[config.mk]
export PLATFORM = sky130hd
export DESIGN_NAME = freq_to_tuning
export DESIGN_NICKNAME = d
export VERILOG_FILES = /design/src/rtl/freq_to_tuning.sv
export SDC_FILE = /design/constraint.sdc
export NUM_CORES = 1
export LEC_CHECK = 0
export CORE_MARGIN = 4
export CORE_UTILIZATION = 64
export DETAILED_ROUTE_END_ITERATION = 8
export DONT_BUFFER_PORTS = 1
export PLACE_DENSITY = 0.9
export SLEW_MARGIN = 20
export SYNTH_ARGS = -nofsm -noshare
export SYNTH_HDL_FRONTEND = slang
export SYNTH_SLANG_ARGS = --single-unit
export TNS_END_PERCENT = 1
[constraint.sdc]
create_clock -name clock -period 5.1 [get_ports clock]
set_input_delay 1.02 -clock clock [delete_from_list [all_inputs] [get_ports clock]]
set_output_delay 1.02 -clock clock [all_outputs]
set_load 0.01 [all_outputs]
[src/rtl/freq_to_tuning.sv]
`default_nettype none
// freq_to_tuning: gated rising-edge counter that converts an oscillator frequency into a DDS phase-increment word.
// Optional exponential smoothing of the output word is enabled by defining FTW_SMOOTH_EN.
module freq_to_tuning #(
  parameter int GATE_LOG2    = 16,
  parameter int CNT_W        = 16,
  parameter int SMOOTH_SHIFT = 2
) (
  input  logic             clock,
  input  logic             reset,
  input  logic             enable,
  input  logic             sig_in,
  input  logic [CNT_W-1:0] offset,
  output logic [31:0]      tuningWord,
  output logic             word_valid,
  output logic             overflow
);

  localparam logic [1:0] IDLE  = 2'd0;
  localparam logic [1:0] ARM   = 2'd1;
  localparam logic [1:0] COUNT = 2'd2;

  localparam logic [GATE_LOG2-1:0] GATE_LAST = '1;
  localparam logic [GATE_LOG2-1:0] GATE_ONE  = GATE_LOG2'(1);
  localparam logic [CNT_W-1:0]     CNT_MAX   = '1;
  localparam logic [CNT_W-1:0]     CNT_ONE   = CNT_W'(1);

  if (CNT_W > GATE_LOG2 || GATE_LOG2 > 32 || SMOOTH_SHIFT < 0 || SMOOTH_SHIFT > 32) begin : g_bad_params
    $error("freq_to_tuning: illegal parameter combination");
  end

  logic [1:0]           state;
  logic                 s1, s2, s3;
  logic [GATE_LOG2-1:0] gate_cnt;
  logic [CNT_W-1:0]     edge_cnt;
  logic                 sat_seen;

  logic                 edge_det;
  logic                 edge_lost;
  logic                 terminal;
  logic [CNT_W-1:0]     n_snap;
  logic [CNT_W-1:0]     d_val;
  logic [31:0]          w_val;
  logic [31:0]          next_word;

  assign edge_det  = s2 & ~s3;
  // An edge arriving while the counter is already full is lost: that is saturation.
  assign edge_lost = edge_det & (edge_cnt == CNT_MAX);
  assign terminal  = (state == COUNT) & enable & (gate_cnt == GATE_LAST);
  assign n_snap    = edge_lost ? CNT_MAX : edge_cnt + (edge_det ? CNT_ONE : '0);
  assign d_val     = (n_snap > offset) ? n_snap - offset : '0;
  assign w_val     = 32'(d_val) << (32 - GATE_LOG2);

`ifdef FTW_SMOOTH_EN
  logic               first_word;
  logic signed [32:0] diff;
  logic signed [32:0] step;

  assign diff      = $signed({1'b0, w_val}) - $signed({1'b0, tuningWord});
  assign step      = diff >>> SMOOTH_SHIFT;
  assign next_word = first_word ? w_val : tuningWord + 32'(step);

  // The first word of each measurement run loads directly instead of ramping from a stale value.
  always_ff @(posedge clock) begin
    if (reset) begin
      first_word <= 1'b1;
    end else if (state == ARM) begin
      first_word <= 1'b1;
    end else if (terminal) begin
      first_word <= 1'b0;
    end
  end
`else
  assign next_word = w_val;
`endif

  always_ff @(posedge clock) begin
    if (reset) begin
      state      <= IDLE;
      s1         <= 1'b0;
      s2         <= 1'b0;
      s3         <= 1'b0;
      gate_cnt   <= '0;
      edge_cnt   <= '0;
      sat_seen   <= 1'b0;
      tuningWord <= '0;
      word_valid <= 1'b0;
      overflow   <= 1'b0;
    end else begin
      s1         <= sig_in;
      s2         <= s1;
      s3         <= s2;
      word_valid <= 1'b0;
      case (state)
        IDLE: begin
          gate_cnt <= '0;
          edge_cnt <= '0;
          sat_seen <= 1'b0;
          if (enable) state <= ARM;
        end
        ARM: begin
          gate_cnt <= '0;
          edge_cnt <= '0;
          sat_seen <= 1'b0;
          state    <= enable ? COUNT : IDLE;
        end
        COUNT: begin
          if (!enable) begin
            state    <= IDLE;
            gate_cnt <= '0;
            edge_cnt <= '0;
            sat_seen <= 1'b0;
          end else if (terminal) begin
            gate_cnt   <= '0;
            edge_cnt   <= '0;
            sat_seen   <= 1'b0;
            tuningWord <= next_word;
            overflow   <= sat_seen | edge_lost;
            word_valid <= 1'b1;
          end else begin
            gate_cnt <= gate_cnt + GATE_ONE;
            if (edge_det && !edge_lost) edge_cnt <= edge_cnt + CNT_ONE;
            if (edge_lost) sat_seen <= 1'b1;
          end
        end
        default: state <= IDLE;
      endcase
    end
  end

endmodule
`default_nettype wire

# Word-level counts from Yosys, hierarchy flattened
# Cells that the tools add are included.
# word_totals
mem_bits_rw	0
input_bits	20
n_memories	0
output_inout_bits	34
romBits	0
elab_cells	60
latch_bits	0
regBits	56
# classes
bitwise	8
add_sub_neg	4
n_mul	0
n_lt_le_gt_ge	1
n_reduce_logical	10
div	0
shifts	0
n_mux	19
eq_ne	8
# op_table
cell	n
two-way mux 16 bit	7
case mux 16 bit (2 select lines)	2
adder 16 x 1 -> 16 bit, second input constant	2
equality test 16 bit, second input constant	2
adder 16 x 1 -> 16 bit	1
greater-than comparator 16 bit	1
subtractor 16 bit	1
two-way mux 2 bit	3
case mux 2 bit (3 select lines)	1
AND reduction 2 bit	3
two-way mux 1 bit	5
bitwise AND 1 bit	4
!= test 2 bit, second input constant	2
!= test 4 x 3 -> 1 bit, second input constant	1
!= test 4 bit, second input constant	1
inverter 1 bit	3
AND reduction 3 bit	1
OR reduction 3 bit	1
equality test 2 x 1 -> 1 bit, second input constant	1
equality test 2 bit, second input constant	1
logical NOT 2 bit	1
case mux 1 bit (2 select lines)	1
nonzero test 2 bit	1
OR reduction 2 bit	1
3 further kinds	3

# Logic depth before layout (Yosys ltp)
# depth
depth_word	9
depth_mapped	17
mapped_depth_nobuf	15

# Worst setup path before layout
# OpenSTA, ideal clock, no wires.
# synth_timing
kind	reg-to-reg
startpoint	register edge_cnt[7]
endpoint	register tuningWord[29]
stages_incl_launch_ff	18
slack_ns	1.454
t_arrival_ns	3.516
synth_period_minus_slack_ns	3.646
t_required_ns	4.970
path_cell_list	dfxtp_1 -> buf_2 -> and4_1 -> and4_1 -> nand2_1 -> or3_1 -> clkbuf_1 -> clkbuf_1 -> nand2_1 -> ha_1 -> clkbuf_2 -> a21oi_1 -> o221ai_1 -> a2111oi_1 -> a211oi_2 -> buf_6 -> a21bo_1 -> a21oi_2
# synth_between
elab_chain_len	5
word_cells_on_any_way	7
cone_classes	add/sub: 2; order compare: 1; eq/ne: 1; mux: 2; bitwise: 1
# synth_lines
element	line	source
from (decl)	35	logic [CNT_W-1:0] edge_cnt;
from (signal assigned)	122	if (edge_det && !edge_lost) edge_cnt <= edge_cnt + CNT_ONE;
branches (longest 2 deep; another with adder 16 x 1 -> 16 bit)	-	
two-way mux 16 bit *	50	assign n_snap = edge_lost ? CNT_MAX : edge_cnt + (edge_det ? CNT_ONE : '0);
subtractor 16 bit or greater-than comparator 16 bit (tied branches)	51	assign d_val = (n_snap > offset) ? n_snap - offset : '0;
two-way mux 16 bit *	51	
to (signal assigned)	117	tuningWord <= next_word;
to (decl)	14	output logic [31:0] tuningWord,
# Every way passes the cells marked *.
# A chain may end at the register's enable or synchronous reset.

# Worst setup path after layout
# Ends and elaborated chain as after synthesis.

==> summary.md <==
| Metric | Value |
|---|---|
| Status | finished, final reports clean |
| Main combinational cell family by area after synthesis | simple AND/OR/NAND/NOR gates |
| Syn Inst Count | around 480 |
| Final wirelength | 8190 um |
| Clk_lat worst skew | 0.31 ns |
| Max cap viols | 0 |
| Die width | 83.8 um |
| Post-synth ARST share | 0 |
| GRT Util Overall | 0.233 |
| Sequential share of the synthesized area | 0.305 |
| Setup crit start | edge_cnt[7] |
| DR vias/cell | 6.03 |
| Share of cells above drive strength 1 | 0.0321 |
| Slowest stage cell, crit path | a2111oi_1 |
| Grt ovf | 0 |
| Required @ worst endpoint | 5.30 ns |
| Largest net degree at the start of global routing | 30 |
| Clk buf depth | 2 |
| Routed wire per std cell | ~15 um |
| Setup CP Type | reg -> reg |
| H-tree depth | 2 |
| Initial detailed-routing violation count | 173 |
| Hold buffers post-CTS | 0 |
| Buf/Inv on CP | 0 |
| CP Cell Sequence | and4_1 > and4_1 > nand2_1 > or3_1 > nand2_1 > ha_1 > a21oi_1 > o221ai_1 > a2111oi_1 > a211oi_2 > a21bo_1 > a21oi_2 |
| Average size of a mapped cell | 7.68 um^2 |
| Logic pwr share | 0.070 |
| CP endpoint | tuningWord[29] |
| Cell Pwr Density | a little under 200 nW/um^2 |
| Most frequent cell after synthesis | nand2_1 |
| Setup Viol. Count Final | 0 |
| Sequential share of power | 0.600 |
| Final hold vios | 0 |
| Initial antenna violation count | 0 |
| Delay of the slowest critical-path stage | 0.65 ns |
| Hold path start | s1 |
| Global-route wire length before repair | 13800 um |
| Area growth from synthesis to layout | 0.612% |
| Simple-gate portion of the synthesized area | 0.277 |
| Row Count | 27 |
| Yosys cell types | 55 |
| Setup TNS | 0 ns |
| Port Buffer Count | 0 |
| HPWL after detailed placement | 6480 um |
| Syn Std Cell Area | 3680 um^2 |
| Residual DRC | 0 |
| Cell Count, Final, Fillers Out | 540 |
| Highest achievable clock rate | 239 MHz |
| Crit. End Element | flip-flop |
| Initial core utilization | 0.664 |
| RSZ-0062 raised after global routing | no |
| Post-route ant nets | 0 |
| Worst Path Arrival | 4.39 ns |
| Sw frac | 0.244 |
| TritonCTS clock tree | yes |
| Layout Skew | 0.0142 ns |
| Nets | just over 500 |
| Synth warnings | 0 |
| Inst Count DP | ~530 |
| Mux contribution to synthesized area | 0 |
| Post-CTS Setup Inserts | 0 |
| Reg-to-Reg Start | edge_cnt[7] |
| R2r worst-path depth | 12 |
| Resized cells post-CTS | 0 |
| Core area | 5540 um^2 |
| Pre-antenna DRT Iters | 5 |
| Max-slew violations | 0 |
| Die area | 7030 um^2 |
| Tcrit/Tclk final | 0.821 |
| Crit path depth | 12 |
| Ports | 54 |
| Num CTS Buffers | 5 |
| CTS root buffer | clkbuf_8 |
| Post-synthesis adder-cell area fraction | 0.0734 |
| Complex-gate fraction of the synthesized area | 0.156 |
| Die Ht | 83.8 um |
| Cell family with most CP delay | compound AO/OA/AOI/OAI gates |
| Top cell type by total area after synthesis | dfxtp_1 |
| R2R Setup Slk | 0.91 ns |
| Number of diodes | 0 |
| Vias in the first global route | 3067 |
| Area share of the largest cell type after synthesis | 0.305 |
| LEAKAGE | 0.00137 uW |
| GP Congestion | around 0.93 |
| Max_slew headroom | 0.348 |
| Crit path launch type | flip-flop |
| Sw power | 179 uW |
| Post-Place Cell Area | roughly 3600 um^2 |
| Via Count | 3254 |
| CP max FO | 15 |
| Most frequent cells after synthesis | nand2_1, dfxtp_1, nor2_1, a21oi_1, xnor2_1 |
| Post-synth top flop | dfxtp_1 |
| Xor/xnor share of the synthesized area | 0.109 |
| Design Area, Final | around 3700 um^2 |
| Max VDD drop | 0.191 mV |
| Yosys reg bits | 56 |
| Hold crit path type | reg -> reg |
| Number of flops mapped to enable cells by yosys | 0 |
| Clock power frac | 0.330 |
| Power Internal | 555 uW |
| Min Tclk post-route | 4.19 ns |
| CTS sink count | 56 |
| Synth top area cells | dfxtp_1, ha_1, nand2_1, xnor2_1, nor2_1 |
| R2r endpoint | tuningWord[29] |
| Clk pin slew, worst setup/hold paths | 0.09 ns |
| Slew @ Worst Pin | 0.970 ns |
## cell type report
type | instances | area [um^2]
multi-input cells | 383 | 2330
fillers | 463 | 1840
clock buffers | 6 | 72.6
flip-flops and latches | 56 | 1120
clock inverters | 2 | 13.8
inverters | 21 | 78.8
well taps | 72 | 90.1
## logic make-up after synthesis
family,after synthesis
AO/OA/AOI/OAI,92
other,1
flip-flops,56
buffers and inverters,55
adder cells (fa/ha/maj),21
XOR/XNOR,46
AND/OR/NAND/NOR,208
## layer usage
| metal | vias to the layer above | share of wire | GRT usage |
|---|---|---|---|
| met5 | - | 0 | 0 |
| met2 | 118 | 0.51 | 0.414 |
| met1 | 1511 | 0.41 | 0.281 |
| li1 | 1611 | - | - |
| met4 | 0 | 0.018 | 0.0702 |
| met3 | 14 | 0.058 | 0.0444 |
## layout by cell type (no fill, tap or decap), types with 18 or more instances in the layout
cell and count:
nand3_1 18, dfxtp_1 56, inv_1 21, nor2_1 55, xor2_1 21, xnor2_1 25
a21oi_1 35, o21ai_0 20, nand2_1 59, ha_1 20
## stage by stage
step	utilization	total power, uW	worst slack [ns]	hold WS [ns]
CTS	0.668	740	0.941	0.463
global route	0.668	766	0.613	0.484
global placement	0.653	500	1.12	0.449
detailed placement	0.653	501	0.966	0.450
floorplan	-	504	1.45	0.414
finish	0.668	735	0.914	0.462
## registers in the layout, indices dropped and copies added (netlist names), 2 cells and up
| name | count |
|---|---|
| edge_cnt | 16 |
| tuningWord | 16 |
| state | 2 |
| gate_cnt | 16 |
## power by group through the flow
stage	clock network (uW)	logic, uW	registers (uW)
2_1_floorplan	0	54.0	450
3_3_place_gp	0	49.3	451
3_5_place_dp	0	50.5	451
4_1_cts	249	50.6	441
5_1_grt	268	57.4	441
6_report	242	51.7	441
## how the worst min path moves through the flow
stage | slack, ns | endpoint | depth (start not counted)
6_report | 0.46 | s2 | 1
3_3_place_gp | 0.45 | sat_seen | 2
3_5_place_dp | 0.45 | s2 | 1
2_1_floorplan | 0.41 | s2 | 1
5_1_grt | 0.48 | s2 | 1
4_1_cts | 0.46 | s2 | 1
Note: power is estimated with default switching activity, not from simulation.
